File: config.mk
export PLATFORM = sky130hd
export DESIGN_NAME = bcd_down_counter
export DESIGN_NICKNAME = d
export VERILOG_FILES = /design/src/rtl/bcd_down_counter.sv
export SDC_FILE = /design/constraint.sdc
export NUM_CORES = 1
export LEC_CHECK = 0
export ABC_CLOCK_PERIOD_IN_PS = 2900
export CAP_MARGIN = 20
export CORE_MARGIN = 10
export CORE_UTILIZATION = 49
export DETAILED_ROUTE_END_ITERATION = 6
export PLACE_DENSITY = 0.88
export SKIP_LAST_GASP = 1
export SYNTH_ARGS = -nofsm -noshare
export SYNTH_HDL_FRONTEND = slang
export SYNTH_SLANG_ARGS = --single-unit
File: constraint.sdc
create_clock -name Clock -period 2.9 [get_ports Clock]
set_input_delay 0.29 -clock Clock [delete_from_list [all_inputs] [get_ports Clock]]
set_output_delay 0.29 -clock Clock [all_outputs]
set_load 0.02 [all_outputs]
File: src/rtl/bcd_down_counter.sv
// Multi-digit packed-BCD down-counter with zero detect, terminal-count pulse and load validation.
// Define BCD_DOWN_COUNTER_RELOAD_EN for auto-reload mode; one-shot otherwise.
module bcd_down_counter #(
  parameter int DIGITS = 4
) (
  input  logic                  Clock,
  input  logic                  ResetN,
  input  logic                  Load,
  input  logic [4*DIGITS-1:0]   LoadValue,
  input  logic                  Enable,
  output logic [4*DIGITS-1:0]   Count,
  output logic                  Zero,
  output logic                  Done,
  output logic                  LoadError
);

  localparam int W = 4 * DIGITS;
  localparam logic [W-1:0] ZERO_VAL = {W{1'b0}};
  localparam logic [W-1:0] ONE_VAL  = {{(W-1){1'b0}}, 1'b1};

  function automatic logic bcd_valid(input logic [W-1:0] v);
    logic ok;
    ok = 1'b1;
    for (int i = 0; i < DIGITS; i++) begin
      if (v[4*i +: 4] > 4'd9) begin
        ok = 1'b0;
      end else begin
        ok = ok;
      end
    end
    return ok;
  endfunction

  // Digit-wise decrement: a 0 digit becomes 9 and passes the borrow upward.
  function automatic logic [W-1:0] bcd_dec(input logic [W-1:0] v);
    logic [W-1:0] r;
    logic [3:0]   d;
    logic         borrow;
    r      = v;
    borrow = 1'b1;
    for (int i = 0; i < DIGITS; i++) begin
      d = v[4*i +: 4];
      if (borrow) begin
        if (d == 4'd0) begin
          r[4*i +: 4] = 4'd9;
          borrow      = 1'b1;
        end else begin
          r[4*i +: 4] = d - 4'd1;
          borrow      = 1'b0;
        end
      end else begin
        r[4*i +: 4] = d;
      end
    end
    return r;
  endfunction

  logic [W-1:0] count_r;
  logic [W-1:0] count_nxt_s;
  logic         done_r;
  logic         done_nxt_s;
  logic         lderr_r;
  logic         lderr_nxt_s;
`ifdef BCD_DOWN_COUNTER_RELOAD_EN
  logic [W-1:0] reload_r;
  logic [W-1:0] reload_nxt_s;
`endif

  // Next-state selection: Load beats Enable, Enable beats hold.
  always_comb begin
    count_nxt_s = count_r;
    done_nxt_s  = 1'b0;
    lderr_nxt_s = 1'b0;
`ifdef BCD_DOWN_COUNTER_RELOAD_EN
    reload_nxt_s = reload_r;
`endif
    if (Load) begin
      if (bcd_valid(LoadValue)) begin
        count_nxt_s = LoadValue;
`ifdef BCD_DOWN_COUNTER_RELOAD_EN
        reload_nxt_s = LoadValue;
`endif
      end else begin
        lderr_nxt_s = 1'b1;
      end
    end else if (Enable) begin
      if (count_r != ZERO_VAL) begin
        count_nxt_s = bcd_dec(count_r);
        done_nxt_s  = (count_r == ONE_VAL);
      end else begin
`ifdef BCD_DOWN_COUNTER_RELOAD_EN
        if (reload_r != ZERO_VAL) begin
          count_nxt_s = reload_r;
        end else begin
          count_nxt_s = count_r;
        end
`else
        count_nxt_s = count_r;
`endif
      end
    end else begin
      count_nxt_s = count_r;
    end
  end

  // State registers with synchronous active-low reset.
  always_ff @(posedge Clock) begin
    if (!ResetN) begin
      count_r <= ZERO_VAL;
      done_r  <= 1'b0;
      lderr_r <= 1'b0;
`ifdef BCD_DOWN_COUNTER_RELOAD_EN
      reload_r <= ZERO_VAL;
`endif
    end else begin
      count_r <= count_nxt_s;
      done_r  <= done_nxt_s;
      lderr_r <= lderr_nxt_s;
`ifdef BCD_DOWN_COUNTER_RELOAD_EN
      reload_r <= reload_nxt_s;
`endif
    end
  end

  assign Count     = count_r;
  assign Zero      = (count_r == ZERO_VAL);
  assign Done      = done_r;
  assign LoadError = lderr_r;

endmodule

* Word-level counts from Yosys, hierarchy flattened
Index checks and enable logic that the tools add are counted.
Word-level totals: register bits 18, output and inout bits 19, input port bits 20, logic and storage cells 67
Operators by class: eq/ne operators 2, reductions and logical operators 17, $add $sub $neg 4, order comparisons 4, bitwise logic cells 3, multiplexer cells 31
Operator list (number):
- 16-bit 2-to-1 mux | 4
- 4-bit 2-to-1 mux | 7
- 1-bit 2-to-1 mux | 20
- 16-bit by 1-bit == test with 1-bit output (second input constant) | 1
- 4-bit greater-than comparator (second input constant) | 4
- 16-bit logical NOT | 1
- 4-bit logical NOT | 4
- 16-bit nonzero test | 1
- 4-bit by 1-bit subtractor with 4-bit output (second input constant) | 4
- 4-bit AND reduction | 3
- 2-bit nonzero test | 5
- 4-bit OR reduction | 1
- 1-bit NOT | 3
- 3-bit AND reduction | 1
- 2-bit by 1-bit inequality test with 1-bit output (second input constant) | 1
- 2-bit AND reduction | 1

* Logic depth before layout (Yosys ltp)
Gate-level depths: netlist of the first run.
depth in word-level cells 17, depth in mapped cells 7, depth with buffers taken out 5

* Least setup slack after synthesis of the first run
Ideal clock, no wire load.
path kind register to register, start register count_r[8] (netlist: Count[8]), end register count_r[15] (netlist: Count[15]), slack 1210 ps, stages on the path, launching flop included 6, clock period less this slack 1690 ps, data required time 2785 ps, buffers on the path 0, arrival time 1575 ps, library setup time 115 ps, cell sequence dfxtp_1 -> nor4_2 -> nand4_1 -> o2bb2ai_4 -> o21ai_1 -> a31o_1
Between the ends: word-level cells in the longest chain between the ends 8, elaborated cells on any way between the ends 10, classes of those cells mux: 5; reduce/logical: 5
RTL lines:
- start: declaration | line 58 | logic [W-1:0] count_r;
- start signal: assignment | line 116 | count_r <= count_nxt_s;
- 4-bit logical NOT | line 44 | if (d == 4'd0) begin
- 1-bit 2-to-1 mux | line 44
- 1-bit 2-to-1 mux | line 43 | if (borrow) begin
- 1-bit 2-to-1 mux | line 87 | if (count_r != ZERO_VAL) begin
- 1-bit 2-to-1 mux | line 86 | end else if (Enable) begin
- 1-bit 2-to-1 mux | line 77 | if (Load) begin
- 2-bit nonzero test (no source line)
- 4-bit AND reduction (no source line) (*)
Mark *: on every way between the ends. The rest lies on a longest branch, timed or not. The select of a mux whose other input is x is not followed. A chain may end at the register's enable or synchronous reset.

* Final worst setup path of the first run
start register count_r[8] (netlist: Count[8]), end output Zero
Between the ends: word-level cells in the longest chain between the ends 1
RTL lines:
- 16-bit logical NOT | line 126 | assign Zero = (count_r == ZERO_VAL);
- end: declaration | line 12 | output logic Zero,
Every way passes these cells.

==> impl_metrics.csv, run 1 <==
group,metric,value,unit
sta,period_share,81.9,%
sta,setup_viol_count_final,0,
synthesis,synth_ff_type,"dfxtp_1",
final_layout,area_growth,34.8,%
synthesis,ys_warn_count,0,
routing,first_pass_iters,4,
routing,vias,1228,
routing,routed_wl,3380,um
worst_hold_path,min-delay-start,"Count[9]$_SDFFE_PN0P_",
synthesis,synth_cell_type_count,44,
routing,routedWlPerCell,16.3,um
clocking,cts_setup_buffers,0,
synthesis,synth-seq-cells,18,
setup_path,endpoint_kind,"output port",
sta,drv_slew,0,
place,io_buffers,38,
sta,min_period,2380,ps
clocking,clock_sinks,18,
power,power_density,461,nW/um2
grt,antenna_found_initial,0,
final_layout,drive_above_1_share,11.2,%
sta,slew_headroom,49.2,%
final_layout,antenna_cells,0,
clocking,cts.clk_slew.worst_paths,110,ps
routing,antenna_left,0,
place,place_inst,204,
sta,fin_worst_skew,11.3,ps
floorplanning,fp-row-count,17,
power,power.leakage,0.602,nW
grt,grt_max_degree,23,
final_layout,nets,201,
setup_path,critPathRequiredTime,2610,ps
synthesis,synth.avg_cell_area,8.31,um2
clocking,cts-htree-levels,1,
power,irDropWorstVdd,0.349,mV
routing,detail_route.iter0.violations,52,
routing,avgViaCountPerCell,5.93,
synthesis,synth_area,1200,um2
clocking,cts_resized,0,
grt,grt-ovfl-total,0,
setup_path,crit_chain,"nor4_2 -> nand3_2 -> nor2_1 -> clkdlybuf4s50_1",
floorplanning,pin_count,39,
clocking,cts_buffer_depth,2,
setup_path,cp.arrival,2090,ps
setup_path,critPathMaxStageDelay,610,ps
grt,grt_pass1_vias,1173,
setup_path,startpoint_type,"register",
synthesis,yosysSeqAreaShare,30.1,%
final_layout,stdcell_count,207,
sta,clock.fmax,421,MHz
place,hpwlAfterDp,2600,um
worst_hold_path,min_path_type,"reg -> reg",
power,total_power,743,uW
place,gp_congestion,0.869,
final_layout,mostFrequentLayoutCells,"38 x clkdlybuf4s50_1, 18 x dfxtp_1, 17 x nand2_1, 16 x nor2_1, 8 x o21ai_0",
floorplanning,dieWidth,69.4,um
run_status,status,"finished clean",
sta,rsz0062_at_grt,"false",
grt,grt_pass1_wl,5500,um
worst_hold_path,min_delay_worst_endpoint,"Count[9]$_SDFFE_PN0P_",
synthesis,synth_edf_count,0,
floorplanning,core_region_area,2280,um2
floorplanning,die_h,69.4,um
clocking,clock_latency,290,ps
setup_path,regToRegStartpoint,"Count[0]$_SDFFE_PN0P_",
final_layout,layout_commonest_cell,"clkdlybuf4s50_1",
sta,tns,0,ps
synthesis,async_flop_share,0,%
sta,tightestPinTransition,760,ps
clocking,cts_buffers,3,
worst_hold_path,whs_path_depth,2,
floorplanning,start_util,52.6,%
setup_path,critPathKind,"reg -> out",
final_layout,fin_util,70.9,%
synthesis,synth_cells,144,
clocking,cts_hold_repair.buffers,0,
setup_path,reg2reg_slack,1020,ps
setup_path,crit_fanout,6,
sta,hold_viol_final,0,
clocking,cts_tree,"done",
grt,grt_util_all_layers,13.2,%
setup_path,rr_endpoint,"Count[15]$_SDFFE_PN0P_",
setup_path,r2r_cells,5,
floorplanning,die_area,4820,um2
synthesis,synth_nets,164,
flow_run,maxCapViolCount,0,
clocking,cts-root-buf,"clkbuf_4",
setup_path,cp_slowest_cell,"clkdlybuf4s50_1",
routing,remaining_drc_errors,0,
-- through the flow --
| stage | cell area [um2] | worst slack (ps) | hold slack (ps) |
|---|---|---|---|
| finish | 1610 | 524 | 555 |
| global route | 1610 | 414 | 589 |
| CTS | 1610 | 522 | 548 |
| detailed placement | 1590 | 844 | 528 |
| global placement | 1590 | 859 | 506 |
| floorplan | 1200 | 1210 | 456 |
-- synth_stat cells (2+ instances only) --
cell type / n / area, um2
a21oi_1: 5 / 25.0
a21oi_2: 2 / 17.5
a31oi_1: 2 / 12.5
a32oi_1: 2 / 17.5
buf_2: 2 / 10.0
clkbuf_1: 5 / 18.8
dfxtp_1: 18 / 360
inv_1: 6 / 22.5
mux2i_1: 5 / 50.1
nand2_1: 17 / 63.8
nand3_1: 2 / 10.0
nand3b_1: 2 / 15.0
nor2_1: 16 / 60.1
nor2b_1: 5 / 31.3
nor3_1: 2 / 10.0
nor4_4: 2 / 42.5
nor4b_1: 2 / 17.5
o211ai_1: 6 / 45.0
o21a_1: 3 / 22.5
o21ai_0: 8 / 40.0
o21ai_1: 5 / 25.0
o221a_1: 4 / 45.0
or2_1: 2 / 12.5
-- registers in the layout, indices dropped and copies added, names as in the netlist --
register,count
Count,16
Done,1
LoadError,1
-- how the worst max path moves through the flow --
stage / from / to / slack [ps] / cells past startpoint
6_report: Count[8]$_SDFFE_PN0P_ / Zero / 520 / 4
3_5_place_dp: LoadValue[13] / Count[15]$_SDFFE_PN0P_ / 840 / 6
4_1_cts: Count[8]$_SDFFE_PN0P_ / Zero / 520 / 4
2_1_floorplan: Count[8]$_SDFFE_PN0P_ / Count[15]$_SDFFE_PN0P_ / 1210 / 5
3_3_place_gp: Load / Count[15]$_SDFFE_PN0P_ / 860 / 6
5_1_grt: Count[14]$_SDFFE_PN0P_ / Zero / 410 / 4
-- area by class of cell --
class / count / area (um2)
inverter: 7 / 26.3
fill: 190 / 663
timing repair buffer: 39 / 388
tap: 28 / 35.0
multi-input combinational: 112 / 781
clock buffer: 3 / 22.5
sequential: 18 / 360
-- metal layers --
metal	share of wire [%]	GRT usage [%]
met5	0	0
met3	9.8	4.42
met2	47	22.2
met1	42	15.2
met4	1.1	4.43
-- cell families after synthesis --
| kind of cell | after synthesis | share of synthesized area (%) |
|---|---|---|
| AOI/OAI and AO/OA | 46 | 30.3 |
| buffers and inverters | 14 | 4.60 |
| DFF | 18 | 30.1 |
| muxes | 6 | 5.13 |
| and+or+nand+nor | 60 | 29.8 |
-- worst max-delay path: cells and delay by family, from the launching register on --
kind / cells / cell delay, ps
simple gates: 3 / 810
buf+inv: 1 / 610
flops: 1 / 380
-- power breakdown --
| group | total, mW | switching, mW | internal (mW) |
|---|---|---|---|
| Sequential | 0.301 | 0.0340 | 0.267 |
| Clock | 0.128 | 0.0800 | 0.0483 |
| Combinational | 0.314 | 0.165 | 0.149 |
| Total | 0.743 | 0.279 | 0.464 |
Power figures use the tool's default switching activity.
==> run 2: changes to the inputs <==
ABC_CLOCK_PERIOD_IN_PS = 2000   (was 2900)
CORE_UTILIZATION = 41   (was 49)
PLACE_DENSITY = 0.79   (was 0.88)
clock period = 2 ns   (was 2.9 ns; I/O delays follow)
==> run 2 against run 1 <==
  * Non-clock buffer count up 13
  * Register-to-register slack lost 830 ps
  * Global-route usage rose by 0.82 points
  * First-iteration DRC count grew 38%
  * Hold slack worse by 72 ps
  * Combinational power rose by 66%
  * Critical path depth shrank 1
  * Clock skew is 3.0 ps lower
  * Flip-flop and latch count unchanged
  * Sequential share of layout area fell by 1.6 points
  * Cell count grew 8.2%
  * Count of clock-buffer cells in the layout is 1 higher
==> impl_metrics.csv, run 2 (synthesis gave the netlist of run 1 again) <==
group,metric,value,unit
sta,tightestPinTransition,393,ps
routing,remaining_drc_errors,0,
power,total_power,1.19,mW
clocking,clock_sinks,18,
worst_hold_path,min_path_type,"in -> reg",
sta,tns,0,ps
final_layout,fillCellCount,224,
power,power_switching,432,uW
setup_path,cpLargestDelayFamily,"simple AND/OR/NAND/NOR gates",
grt,grt-ovfl-total,0,
clocking,cts-htree-levels,1,
grt,grt_max_degree,13,
setup_path,critPathRequiredTime,1800,ps
floorplanning,die_h,74.0,um
clocking,cts_hold_repair.buffers,0,
sta,fin_ws,106,ps
clocking,cts_buffer_depth,2,
grt,grt_util_all_layers,14.0,%
power,clock_power_share,19.6,%
power,p_seq_share,36.6,%
power,power_density,684,nW/um2
grt,grt_pass1_wl,6240,um
place,placed_area,1690,um2
floorplanning,pin_count,39,
final_layout,area_growth,45.1,%
routing,routed_wl,3700,um
place,pre_cts_ws,55.9,ps
final_layout,largest_reg_flops,16,
setup_path,endpoint_kind,"output port",
sta,rsz0062_at_grt,"false",
floorplanning,start_util,43.0,%
place,place_inst,220,
sta,clock.fmax,528,MHz
floorplanning,fp-row-count,19,
clocking,cts_tree,"done",
flow_run,maxCapViolCount,0,
sta,drv_slew,0,
setup_path,critPathKind,"reg -> out",
setup_path,crit_fanout,5,
routing,routedWlPerCell,16.5,um
clocking,cts-root-buf,"clkbuf_4",
routing,avgViaCountPerCell,5.71,
sta,period_share,94.7,%
final_layout,fin_util,62.4,%
floorplanning,core_region_area,2780,um2
power,sw_frac_of_total,36.4,%
routing,detail_route.iter0.violations,72,
final_layout,antenna_cells,0,
power,irDropWorstVdd,0.500,mV
setup_path,worstPathBufferInverterCount,1,
power,pwr-share-comb,43.8,%
grt,grt_pass1_vias,1297,
setup_path,crit_chain,"or4_4 -> nor2_1 -> dlygate4sd2_1",
clocking,clock_latency,300,ps
grt,antenna_found_initial,0,
floorplanning,dieWidth,74.0,um
setup_path,cp_slowest_cell,"or4_4",
final_layout,final_area,1740,um2
clocking,cts.clk_slew.worst_paths,120,ps
routing,antenna_left,0,
final_layout,layout_commonest_cell,"clkdlybuf4s50_1",
setup_path,startpoint_type,"register",
final_layout,mostFrequentLayoutCells,"37 x clkdlybuf4s50_1, 18 x dfxtp_1, 17 x nand2_1, 16 x nor2_1, 14 x buf_4",
sta,timing.hold.ws,482,ps
place,hpwlAfterDp,2890,um
clocking,cts_buffers,3,
sta,min_period,1890,ps
final_layout,drive_above_1_share,17.6,%
place,gp_congestion,0.880,
final_layout,stdcell_count,224,
setup_path,cp.arrival,1690,ps
power,internal_power,755,uW
sta,slew_headroom,73.4,%
routing,first_pass_iters,4,
run_status,status,"finished clean",
setup_path,critPathMaxStageDelay,550,ps
final_layout,nets,214,
routing,vias,1280,
sta,setup_viol_count_final,0,
floorplanning,die_area,5480,um2
sta,fin_worst_skew,8.28,ps
sta,hold_viol_final,0,
power,power.leakage,0.680,nW
place,io_buffers,38,
==> run 2: power groups by stage <==
stage	Sequential, mW	Combinational (mW)	Clock [mW]
2_1_floorplan	0.470	0.261	0
3_3_place_gp	0.437	0.508	0
3_5_place_dp	0.439	0.519	0
4_1_cts	0.433	0.519	0.232
5_1_grt	0.441	0.560	0.251
6_report	0.434	0.520	0.233
==> run 2: final timing paths <==
path	startpoint	to	slack, ps	depth (start not counted)
worst max-delay path	Count[1]$_SDFFE_PN0P_	Zero	110	3
worst max register to register	Count[6]$_SDFFE_PN0P_	Count[12]$_SDFFE_PN0P_	190	6
worst min-delay path	LoadValue[12]	Count[12]$_SDFFE_PN0P_	480	3
worst min register to register	Count[9]$_SDFFE_PN0P_	Count[9]$_SDFFE_PN0P_	550	2
==> run 2: tightest hold or removal path, cell delays in order <==
cell,delay (ps)
clkdlybuf4s50_1,390
nand3_1,80
a21boi_1,60
==> run 2: per-layer routing <==
| layer | vias to the layer above | GRT usage [%] | part of all wire (%) |
|---|---|---|---|
| li1 | 638 | - | - |
| met3 | 2 | 4.26 | 8.2 |
| met5 | - | 0 | 0 |
| met2 | 49 | 22.5 | 48 |
| met1 | 591 | 17.4 | 43 |
| met4 | 0 | 4.76 | 0.41 |
==> run 2: final cells by class <==
| type | instances | area (um2) | area share (%) |
|---|---|---|---|
| Timing Repair Buffer | 52 | 484 | 27.9 |
| Sequential cell | 18 | 360 | 20.8 |
| Multi-Input combinational cell | 112 | 790 | 45.5 |
| Tap cell | 31 | 38.8 | 2.24 |
| Inverter | 7 | 26.3 | 1.51 |
| Clock buffer | 4 | 36.3 | 2.09 |
==> run 2: what timing repair did <==
action | CTS | global route
gates resized for setup | 2 | 0
hold endpoints to repair | 0 | 0
buffers inserted | 0 | 0
endpoints found under the setup margin | 1 | 0
